==> src/rtl/cpu_ctrl_pkg.sv <==
// Shared definitions for the hardwired control sequencer: opcodes, step
// states, opcode classes and the bundle of datapath control strobes.
package cpu_ctrl_pkg;

   localparam int NSTEP   = 8;
   localparam int STATE_W = $clog2(NSTEP + 2);

   localparam logic [4:0] OP_LD   = 5'd0;
   localparam logic [4:0] OP_LDI  = 5'd1;
   localparam logic [4:0] OP_ST   = 5'd2;
   localparam logic [4:0] OP_ADD  = 5'd3;
   localparam logic [4:0] OP_SUB  = 5'd4;
   localparam logic [4:0] OP_SHR  = 5'd5;
   localparam logic [4:0] OP_SHL  = 5'd6;
   localparam logic [4:0] OP_ROR  = 5'd7;
   localparam logic [4:0] OP_ROL  = 5'd8;
   localparam logic [4:0] OP_AND  = 5'd9;
   localparam logic [4:0] OP_OR   = 5'd10;
   localparam logic [4:0] OP_ADDI = 5'd11;
   localparam logic [4:0] OP_ANDI = 5'd12;
   localparam logic [4:0] OP_ORI  = 5'd13;
   localparam logic [4:0] OP_MUL  = 5'd14;
   localparam logic [4:0] OP_DIV  = 5'd15;
   localparam logic [4:0] OP_NEG  = 5'd16;
   localparam logic [4:0] OP_NOT  = 5'd17;
   localparam logic [4:0] OP_BR   = 5'd18;
   localparam logic [4:0] OP_JR   = 5'd19;
   localparam logic [4:0] OP_IN   = 5'd21;
   localparam logic [4:0] OP_OUT  = 5'd22;
   localparam logic [4:0] OP_MFHI = 5'd23;
   localparam logic [4:0] OP_MFLO = 5'd24;
   localparam logic [4:0] OP_NOP  = 5'd25;
   localparam logic [4:0] OP_HALT = 5'd26;

   typedef enum logic [STATE_W-1:0] {
      S_RESET, S_T0, S_T1, S_T2, S_T3, S_T4, S_T5, S_T6, S_T7, S_HALT
   } state_t;

   typedef enum logic [3:0] {
      C_R_ALU, C_IMM_ALU, C_UNARY, C_MULDIV, C_LDI, C_LD, C_ST, C_BR,
      C_JR, C_IN, C_OUT, C_MFHI, C_MFLO, C_NOP, C_HALT
   } class_t;

   // One bit per datapath control strobe; all-zero means "no strobes".
   typedef struct packed {
      logic read, write, inc_pc;
      logic gra, grb, grc, rin, rout, ba_out;
      logic hi_in, lo_in, y_in, z_in, pc_in, ir_in, mar_in, mdr_in;
      logic inport_in, outport_in, con_in;
      logic hi_out, lo_out, zhigh_out, zlow_out, pc_out, mdr_out;
      logic inport_out, c_out;
   } ctrl_t;

endpackage

==> src/rtl/ctrl_class_decode.sv <==
// Combinational opcode to execute-class decoder.
module ctrl_class_decode
   import cpu_ctrl_pkg::*;
(
   input  logic [4:0] i_opcode,
   output class_t     o_class
);

   // Map each opcode onto the execute sequence it shares; unknown codes act as nop.
   always_comb begin
      case (i_opcode)
         OP_ADD, OP_SUB, OP_SHR, OP_SHL,
         OP_ROR, OP_ROL, OP_AND, OP_OR:   o_class = C_R_ALU;
         OP_ADDI, OP_ANDI, OP_ORI:        o_class = C_IMM_ALU;
         OP_NEG, OP_NOT:                  o_class = C_UNARY;
         OP_MUL, OP_DIV:                  o_class = C_MULDIV;
         OP_LDI:                          o_class = C_LDI;
         OP_LD:                           o_class = C_LD;
         OP_ST:                           o_class = C_ST;
         OP_BR:                           o_class = C_BR;
         OP_JR:                           o_class = C_JR;
         OP_IN:                           o_class = C_IN;
         OP_OUT:                          o_class = C_OUT;
         OP_MFHI:                         o_class = C_MFHI;
         OP_MFLO:                         o_class = C_MFLO;
         OP_HALT:                         o_class = C_HALT;
         default:                         o_class = C_NOP;
      endcase
   end

endmodule

==> src/rtl/control_sequencer.sv <==
// Hardwired control unit: fetch in T0-T2, per-class execute in T3-T7, then
// back to T0. Outputs are a Moore decode of the step and the opcode class.
module control_sequencer
   import cpu_ctrl_pkg::*;
(
   input  logic        Clock,
   input  logic        clear,
   input  logic [31:0] IR,
   input  logic        CON_FF,
   input  logic        Stop,
   output logic        Run,
   output logic [4:0]  opcode,
   output logic        Read, Write, IncPC,
   output logic        Gra, Grb, Grc, Rin, Rout, BAout,
   output logic        HIin, LOin, Yin, Zin, PCin, IRin, MARin, MDRin,
   output logic        Inportin, Outportin, CONin,
   output logic        HIout, LOout, Zhighout, Zlowout, PCout, MDRout,
   output logic        Inportout, Cout
);

   state_t     r_state, w_next;
   class_t     r_class, w_dec_class, w_class;
   logic [4:0] r_op, w_op;
   ctrl_t      w_ctl;
   logic       w_unused_ir;

   // Only the opcode field of IR steers the sequencer.
   assign w_unused_ir = ^IR[26:0];

   ctrl_class_decode u_class_decode (
      .i_opcode (IR[31:27]),
      .o_class  (w_dec_class)
   );

   // IR is fresh in T3; from T4 on the class latched at the end of T3 is used.
   assign w_class = (r_state == S_T3) ? w_dec_class : r_class;

   // State register plus opcode/class capture at the end of T3.
   always_ff @(posedge Clock) begin
      if (clear) begin
         r_state <= S_RESET;
         r_class <= C_NOP;
         r_op    <= OP_ADD;
      end else begin
         // NOTE: non-blocking assignments keep every flop sampling pre-edge values.
         r_state <= w_next;
         if (r_state == S_T3) begin
            r_class <= w_dec_class;
            r_op    <= IR[31:27];
         end
      end
   end

   // Next-step sequencing; each class returns to T0 after its last step.
   always_comb begin
      // NOTE: default first so every path assigns w_next and no latch is inferred.
      w_next = r_state;
      case (r_state)
         S_RESET: w_next = S_T0;
         S_T0:    w_next = Stop ? S_HALT : S_T1;
         S_T1:    w_next = S_T2;
         S_T2:    w_next = S_T3;
         S_T3: begin
            case (w_class)
               C_HALT:                                    w_next = S_HALT;
               C_JR, C_IN, C_OUT, C_MFHI, C_MFLO, C_NOP:  w_next = S_T0;
               default:                                   w_next = S_T4;
            endcase
         end
         S_T4:    w_next = (w_class == C_UNARY) ? S_T0 : S_T5;
         S_T5:    w_next = (w_class inside {C_R_ALU, C_IMM_ALU, C_LDI}) ? S_T0 : S_T6;
         S_T6:    w_next = (w_class inside {C_LD, C_ST}) ? S_T7 : S_T0;
         S_T7:    w_next = S_T0;
         S_HALT:  w_next = S_HALT;
         default: w_next = S_RESET;
      endcase
   end

   // Control strobe decode for the current step and class.
   always_comb begin
      w_ctl = '0;
      w_op  = OP_ADD;
      case (r_state)
         S_T0: begin w_ctl.pc_out = 1'b1; w_ctl.mar_in = 1'b1; w_ctl.inc_pc = 1'b1; w_ctl.z_in = 1'b1; end
         S_T1: begin w_ctl.zlow_out = 1'b1; w_ctl.pc_in = 1'b1; w_ctl.read = 1'b1; w_ctl.mdr_in = 1'b1; end
         S_T2: begin w_ctl.mdr_out = 1'b1; w_ctl.ir_in = 1'b1; end
         S_T3: begin
            case (w_class)
               C_R_ALU, C_IMM_ALU: begin w_ctl.grb = 1'b1; w_ctl.rout = 1'b1; w_ctl.y_in = 1'b1; end
               C_UNARY: begin
                  w_ctl.grb = 1'b1; w_ctl.rout = 1'b1; w_ctl.z_in = 1'b1;
                  w_op = IR[31:27];
               end
               C_MULDIV:           begin w_ctl.gra = 1'b1; w_ctl.rout = 1'b1; w_ctl.y_in = 1'b1; end
               C_LDI, C_LD, C_ST:  begin w_ctl.grb = 1'b1; w_ctl.ba_out = 1'b1; w_ctl.y_in = 1'b1; end
               C_BR:               begin w_ctl.gra = 1'b1; w_ctl.rout = 1'b1; w_ctl.con_in = 1'b1; end
               C_JR:               begin w_ctl.gra = 1'b1; w_ctl.rout = 1'b1; w_ctl.pc_in = 1'b1; end
               C_IN:               begin w_ctl.inport_out = 1'b1; w_ctl.gra = 1'b1; w_ctl.rin = 1'b1; end
               C_OUT:              begin w_ctl.gra = 1'b1; w_ctl.rout = 1'b1; w_ctl.outport_in = 1'b1; end
               C_MFHI:             begin w_ctl.hi_out = 1'b1; w_ctl.gra = 1'b1; w_ctl.rin = 1'b1; end
               C_MFLO:             begin w_ctl.lo_out = 1'b1; w_ctl.gra = 1'b1; w_ctl.rin = 1'b1; end
               default: ;
            endcase
         end
         S_T4: begin
            case (w_class)
               C_R_ALU:  begin w_ctl.grc = 1'b1; w_ctl.rout = 1'b1; w_ctl.z_in = 1'b1; w_op = r_op; end
               C_IMM_ALU: begin w_ctl.c_out = 1'b1; w_ctl.z_in = 1'b1; w_op = r_op; end
               C_UNARY:  begin w_ctl.zlow_out = 1'b1; w_ctl.gra = 1'b1; w_ctl.rin = 1'b1; end
               C_MULDIV: begin w_ctl.grb = 1'b1; w_ctl.rout = 1'b1; w_ctl.z_in = 1'b1; w_op = r_op; end
               C_LDI, C_LD, C_ST: begin w_ctl.c_out = 1'b1; w_ctl.z_in = 1'b1; end
               C_BR:     begin w_ctl.pc_out = 1'b1; w_ctl.y_in = 1'b1; end
               default: ;
            endcase
         end
         S_T5: begin
            case (w_class)
               C_R_ALU, C_IMM_ALU, C_LDI: begin w_ctl.zlow_out = 1'b1; w_ctl.gra = 1'b1; w_ctl.rin = 1'b1; end
               C_MULDIV:   begin w_ctl.zlow_out = 1'b1; w_ctl.lo_in = 1'b1; end
               C_LD, C_ST: begin w_ctl.zlow_out = 1'b1; w_ctl.mar_in = 1'b1; end
               C_BR:       begin w_ctl.c_out = 1'b1; w_ctl.z_in = 1'b1; end
               default: ;
            endcase
         end
         S_T6: begin
            case (w_class)
               C_MULDIV: begin w_ctl.zhigh_out = 1'b1; w_ctl.hi_in = 1'b1; end
               C_LD:     begin w_ctl.read = 1'b1; w_ctl.mdr_in = 1'b1; end
               // Read stays low so the MDR captures the register value off the bus.
               C_ST:     begin w_ctl.gra = 1'b1; w_ctl.rout = 1'b1; w_ctl.mdr_in = 1'b1; end
               C_BR:     begin w_ctl.zlow_out = CON_FF; w_ctl.pc_in = CON_FF; end
               default: ;
            endcase
         end
         S_T7: begin
            case (w_class)
               C_LD:    begin w_ctl.mdr_out = 1'b1; w_ctl.gra = 1'b1; w_ctl.rin = 1'b1; end
               C_ST:    w_ctl.write = 1'b1;
               default: ;
            endcase
         end
         default: ;
      endcase
   end

   assign Run       = (r_state != S_RESET) && (r_state != S_HALT);
   assign opcode    = w_op;
   assign Read      = w_ctl.read;
   assign Write     = w_ctl.write;
   assign IncPC     = w_ctl.inc_pc;
   assign Gra       = w_ctl.gra;
   assign Grb       = w_ctl.grb;
   assign Grc       = w_ctl.grc;
   assign Rin       = w_ctl.rin;
   assign Rout      = w_ctl.rout;
   assign BAout     = w_ctl.ba_out;
   assign HIin      = w_ctl.hi_in;
   assign LOin      = w_ctl.lo_in;
   assign Yin       = w_ctl.y_in;
   assign Zin       = w_ctl.z_in;
   assign PCin      = w_ctl.pc_in;
   assign IRin      = w_ctl.ir_in;
   assign MARin     = w_ctl.mar_in;
   assign MDRin     = w_ctl.mdr_in;
   assign Inportin  = w_ctl.inport_in;
   assign Outportin = w_ctl.outport_in;
   assign CONin     = w_ctl.con_in;
   assign HIout     = w_ctl.hi_out;
   assign LOout     = w_ctl.lo_out;
   assign Zhighout  = w_ctl.zhigh_out;
   assign Zlowout   = w_ctl.zlow_out;
   assign PCout     = w_ctl.pc_out;
   assign MDRout    = w_ctl.mdr_out;
   assign Inportout = w_ctl.inport_out;
   assign Cout      = w_ctl.c_out;

endmodule
==> config.mk <==
export PLATFORM = sky130hd
export DESIGN_NAME = control_sequencer
export DESIGN_NICKNAME = d
export VERILOG_FILES = /design/src/rtl/cpu_ctrl_pkg.sv /design/src/rtl/ctrl_class_decode.sv /design/src/rtl/control_sequencer.sv
export SDC_FILE = /design/constraint.sdc
export NUM_CORES = 1
export LEC_CHECK = 0
export ABC_AREA = 1
export CORE_ASPECT_RATIO = 0.8
export CORE_UTILIZATION = 40
export CTS_CLUSTER_DIAMETER = 40
export DETAILED_ROUTE_END_ITERATION = 16
export PLACE_DENSITY = 0.9
export RECOVER_POWER = 100
export REMOVE_ABC_BUFFERS = 1
export SLEW_MARGIN = 20
export SYNTH_ARGS = -nofsm -noshare
export SYNTH_HDL_FRONTEND = slang
export SYNTH_SLANG_ARGS = --single-unit
==> constraint.sdc <==
create_clock -name Clock -period 5.3 [get_ports Clock]
set_clock_uncertainty 0.2 [all_clocks]
set_input_delay 0.53 -clock Clock [delete_from_list [all_inputs] [get_ports Clock]]
set_output_delay 0.53 -clock Clock [all_outputs]
set_load 0.02 [all_outputs]
-- Word level (Yosys, flattened, before mapping)
Memories as Yosys holds them, arrays and structs flattened.
Cells that the tools add are included.
- eq/ne operators: 24
- muxes and demuxes: 55
- reductions and logical operators: 19
- operator list (cell ; number):
    $eq 4x4->1 const B ; 9
    $pmux 4 s9 ; 1
    $eq 4x3->1 const B ; 8
    $mux 1 ; 30
    $reduce_or 6->1 ; 3
    $eq 4x2->1 const B ; 4
    $mux 4 ; 4
    $pmux 1 s2 ; 8
    $reduce_or 7->1 ; 2
    $pmux 1 s4 ; 3
    $reduce_or 3->1 ; 4
    $mux 5 ; 2
    $pmux 5 s2 ; 1
    $eq 4x1->1 const B ; 2
    $logic_not 4->1 ; 2
    $pmux 4 s2 ; 1
    $mux 3 ; 2
    $pmux 1 s3 ; 2
    $reduce_or 2->1 ; 3
    $pmux 1 s5 ; 1
    $ne 4x4->1 const B ; 1
    $reduce_bool 4->1 ; 1
    $reduce_or 4->1 ; 1
    $reduce_bool 3->1 ; 1
    other kinds (2) ; 2
- flip-flop bits (word level): 13
- input bits: 36
- ROM bits: 128
- memories: 1
- word-level logic and storage cells: 102
- memory list (memory ; words ; width ; read ports ; clocked after memory_dff ; write ports ; RTL line ; RTL):
    (name not given) ; 32 ; 4 ; 1 ; 0 ; 0 ; ctrl_class_decode.sv:11 ; case (i_opcode)

-- Depth between registers and ports, before layout
- depth after elaboration: 6
- depth in mapped cells: 14
- mapped depth without buffers: 13

-- Hierarchy
A second synthesis with hierarchy kept.
- cell total of the unflattened synthesis: 251
- area, all modules: 1467.7 um^2
- modules (own cells, without submodules) (module ; cells an instance ; instances ; area each (um^2)):
    control_sequencer ; 213 ; 1 ; 1315.0
    ctrl_class_decode ; 38 ; 1 ; 152.6

-- Worst setup path before layout
Ideal clock, no wire load.
- path type: input to output
- start point: input IR[27]
- end point: output LOin
- buffers on the path: 0
- stages on the path: 11
- data arrival time: 2.003 ns
- slack: 2.567 ns
- cell sequence: inv_1 -> nand2_2 -> nor2_2 -> nor2_1 -> nor2_2 -> nand2_2 -> nand2_4 -> nand2_4 -> inv_2 -> nand2_1 -> nor4_1
- word-level cells in the longest chain between the ends: 5
- RTL lines (what ; RTL line ; RTL):
    from (decl) ; control_sequencer.sv:8 ; input logic [31:0] IR,
    $mem_v2 32x4 ; - ;
    $mux 4 ; - ;
    $eq 4x2->1 ; control_sequencer.sv:117 ; case (w_class)
    $mux 1 ; control_sequencer.sv:117 ;
    $mux 1 ; control_sequencer.sv:83 ; case (r_state)
    to (decl) ; control_sequencer.sv:15 ; output logic HIin, LOin, Yin, Zin, PCin, IRin, MARin, MDRin,
Every way passes these cells.

-- Worst setup path after layout
- start point: register r_state[0]
- end point: output MDRin
- word-level cells in the longest chain between the ends: 6
- elaborated cells between the ends (all ways): 9
- RTL lines (what ; RTL line ; RTL):
    from (decl) ; control_sequencer.sv:21 ; state_t r_state, w_next;
    from (signal assigned) ; control_sequencer.sv:46 ; r_state <= w_next;
    $eq 4x3->1 ; control_sequencer.sv:36 ; assign w_class = (r_state == S_T3) ? w_dec_class : r_class;
    $mux 4 ; - ;
    $eq 4x3->1 ; control_sequencer.sv:126 ; case (w_class)
    $reduce_or 2->1 (no source line) ; - ;
    $mux 1 ; control_sequencer.sv:126 ;
    $pmux 1 s2 * ; control_sequencer.sv:83 ;
    to (decl) ; control_sequencer.sv:15 ;
Mark *: on every way between the ends. The rest lies on a longest branch, timed or not.

==> flow_summary_export.csv <==
group,metric,value,unit
timing,tns,0,ns
global_route,grt_pass1_vias,1401,
critical_path,worstPathArrival,3.45,ns
floorplanning,die_area,3720,um2
layout,ff_latch_area,260,um2
synthesis,synth_top_family_by_area,"simple AND/OR/NAND/NOR gates",
global_route,grt_pass1_wl,6400,um
critical_path,path_max_fanout,15,
clock_tree,cts_buffers,3,
placed_design,hpwl,3120,um
power_and_ir_drop,pwr-share-clk,24.6,%
timing,relSlewSlack,36.3,%
detailed_routing,drt_iter0_markers,251,
synthesis,synth-simple-area-share,60.5,%
clock_tree,clk_pin_slew,0.05,ns
floorplanning,pin_count,70,
placed_design,place_inst,304,
synthesis,synth_fa_ha_area_share,0,%
global_route,antenna_found_initial,0,
timing,rsz0062_at_grt,"no",
power_and_ir_drop,p_switching,141,uW
synthesis,yosysSeqAreaShare,18.7,%
clock_tree,htreeDepth,1,
timing,drv_slew,0,
global_route,grt_max_degree,17,
power_and_ir_drop,irDropWorstVdd,0.207,mV
clock_tree,cts_tree,"done",
critical_path,path_buf_inv,2,
layout,diodes,0,
placed_design,place_congestion,0.914,
power_and_ir_drop,p_seq_share,31.5,%
timing,hold_viol,0,
synthesis,synth-xor-area-share,0,%
placed_design,io_buffers,41,
critical_path,path_delay_family,"simple AND/OR/NAND/NOR gates",
global_route,grt_remaining_overflow,0,
critical_path,worst_ep_required_time,4.57,ns
hold_path,hold_path.class,"flop to flop",
synthesis,syn_area,1390,um2
timing,post-route-min-period,4.18,ns
clock_tree,max-clock-path-buffers,2,
critical_path,worstSetupPathType,"flop to output pin",
timing,max_freq,0.239,GHz
floorplanning,core_area,3200,um2
synthesis,synth_area_leaders,"dfxtp_1, nand2_1, nand3_1",
clock_tree,ctsHoldBuffers,0,
detailed_routing,via_per_inst,5.42,
layout,final_cells,308,
detailed_routing,drc,0,
power_and_ir_drop,p_int,214,uW
timing,fin_crit_sh,78.9,%
critical_path,cp_slowest_stage_delay,0.72,ns
layout,nFillCells,316,
layout,finalNetCount,305,
power_and_ir_drop,p_leak,0.000913,uW
synthesis,synth_top_area_share,18.7,%
power_and_ir_drop,switching_share,39.8,%
floorplanning,start_util,43.5,%
floorplanning,die-height,54.8,um
critical_path,cp-start-kind,"flop",
clock_tree,post_cts_resized,0,
critical_path,cp_common_cell,"nand2_1",
power_and_ir_drop,comb_power_share,43.9,%
timing,worst_slew_pin_slew,0.953,ns
detailed_routing,vias,1670,
detailed_routing,wire_per_inst,12.9,um
power_and_ir_drop,p_per_area,195,nW/um2
synthesis,synth_cells,230,
clock_tree,clkSinkCount,13,
global_route,groute.usage.overall,23.4,%
layout,drive_above_1_share,14.9,%
detailed_routing,wirelength,3970,um
critical_path,critPathSlowestCell,"nor2_1",
floorplanning,die_width,68.0,um
detailed_routing,ant_nets,0,
critical_path,crit_chain,"clkinvlp_2, nand2_4, nor2_1, nand3_1, nand2_1, nand2_1, nand2_1, nor2_1, nor2_1, nand2_1, nand2_1, dlygate4sd3_1",
job,cap_violations,0,
synthesis,yosys_warnings,0,
synthesis,yosys.area.top_type,"dfxtp_1",
clock_tree,post_cts_buffers,0,
synthesis,synth_compound_area_share,10.1,%
floorplanning,rows,18,
synthesis,synth-seq-cells,13,
clock_tree,clock-root-buffer,"clkbuf_8",
status,status,"finished clean",
synthesis,synth_cell_types,32,
critical_path,end_kind,"output pin",
layout,multiInputGateArea,965,um2
detailed_routing,drtPass1Iterations,7,
synthesis,syn_area_per_cell,6.05,um2
clock_tree,clock_latency,0.24,ns
synthesis,synth.mux.area_fraction,0,%
layout,syn_to_final_growth,30.8,%
timing,setup_violations,0,
==> cell usage after synthesis <==
library cell and n:
inv_4 1, dfxtp_1 13, buf_1 1, inv_2 6, a211oi_1 1, buf_4 2, nand4_1 7, nor2_8 1
nor4_1 1, nor2_1 27, nor2_2 8, nand3_1 21, a21boi_4 1, o211ai_1 1, nor3_1 8, a21oi_4 1
clkbuf_4 1, clkbuf_2 1, inv_1 17, nand3b_1 2, conb_1 1, o21ai_0 8, a21oi_2 2, nor2_4 2
nor3b_1 3, nand2_1 64, o21a_1 1, nand2_4 8, nand3_2 1, nand2_2 12, buf_6 2, a21oi_1 5
==> layout make-up <==
| type | count | share of cell area (%) |
|---|---|---|
| timing repair buffer | 41 | 22.5 |
| multi-input combinational | 186 | 53.0 |
| sequential | 13 | 14.3 |
| clock buffer | 4 | 2.47 |
| inverter | 24 | 5.01 |
| tap | 40 | 2.75 |
==> power by group through the flow <==
stage                     logic, uW  clock network (uW)  registers [uW]
final                           156                87.3             112
after floorplan                 106                   0             113
after detailed placement        164                   0             114
after global placement          161                   0             114
after CTS                       165                88.4             112
after global routing            169                94.6             112
==> state kept, by name, indices dropped and copies added, names as in the netlist <==
name / cells
r_state: 4
r_class: 4
r_op: 5
==> worst paths after layout <==
| path | start | endpoint | slack [ns] | cells past startpoint |
|---|---|---|---|---|
| setup / recovery | r_state[0]$_SDFF_PP0_ | MDRin | 1.12 | 12 |
| hold reg to reg | r_op[2]$_SDFFE_PP0P_ | r_op[2]$_SDFFE_PP0P_ | 0.27 | 2 |
| setup reg to reg | r_state[0]$_SDFF_PP0_ | r_state[3]$_SDFF_PP0_ | 2.38 | 11 |
| hold / removal | r_op[2]$_SDFFE_PP0P_ | r_op[2]$_SDFFE_PP0P_ | 0.27 | 2 |
==> per-stage QoR <==
step / worst slack, ns / util [%] / total power (uW) / cell area [um2] / hold slack [ns]
after global placement: 1.62 / 56.3 / 275 / 1800 / 0.253
after CTS: 1.57 / 57.7 / 365 / 1840 / 0.266
final: 1.12 / 57.0 / 355 / 1820 / 0.266
after global routing: 0.816 / 57.0 / 377 / 1820 / 0.292
after floorplan: 2.57 / - / 219 / 1340 / 0.234
after detailed placement: 1.61 / 56.3 / 278 / 1800 / 0.259
==> tightest hold or removal path, cell delays in order, from the launching register on <==
cell	delay, ns
dfxtp_1	0.30
nand2_1	0.06
a21oi_1	0.06
==> metal layers <==
metal  share of wire [%]  track usage (%)  vias to the layer above  routed length (um)
li1                    -                -                      817                   -
met5                   0                0                        -                   0
met2                  44             35.9                      115                1760
met1                  43             32.8                      728                1710
met3                  11             5.21                       10                 449
met4                 1.1             5.90                        0                  42
==> cells by family (layout without fill, tap and decap cells) <==
group | Yosys count | count (layout)
other cells | 1 | 1
simple gates | 165 | 165
flops | 13 | 13
buf+inv | 31 | 69
compound gates | 20 | 20
==> layout by cell type, fill, tap and decap left out, types with 2 or more instances in the layout <==
| cell type | instances |
|---|---|
| dlygate4sd3_1 | 35 |
| nor3_1 | 8 |
| nand3_1 | 21 |
| clkdlybuf4s50_1 | 6 |
| nor2_2 | 6 |
| clkbuf_8 | 3 |
| inv_2 | 6 |
| nand3b_1 | 2 |
| a21oi_1 | 6 |
| nand2_1 | 66 |
| nand2_4 | 8 |
| dfxtp_1 | 13 |
| inv_1 | 17 |
| nor3b_1 | 3 |
| nor2_1 | 30 |
| nand4_1 | 7 |
| nand2_2 | 10 |
| o21ai_0 | 8 |
(Power assumes the default switching activity.)
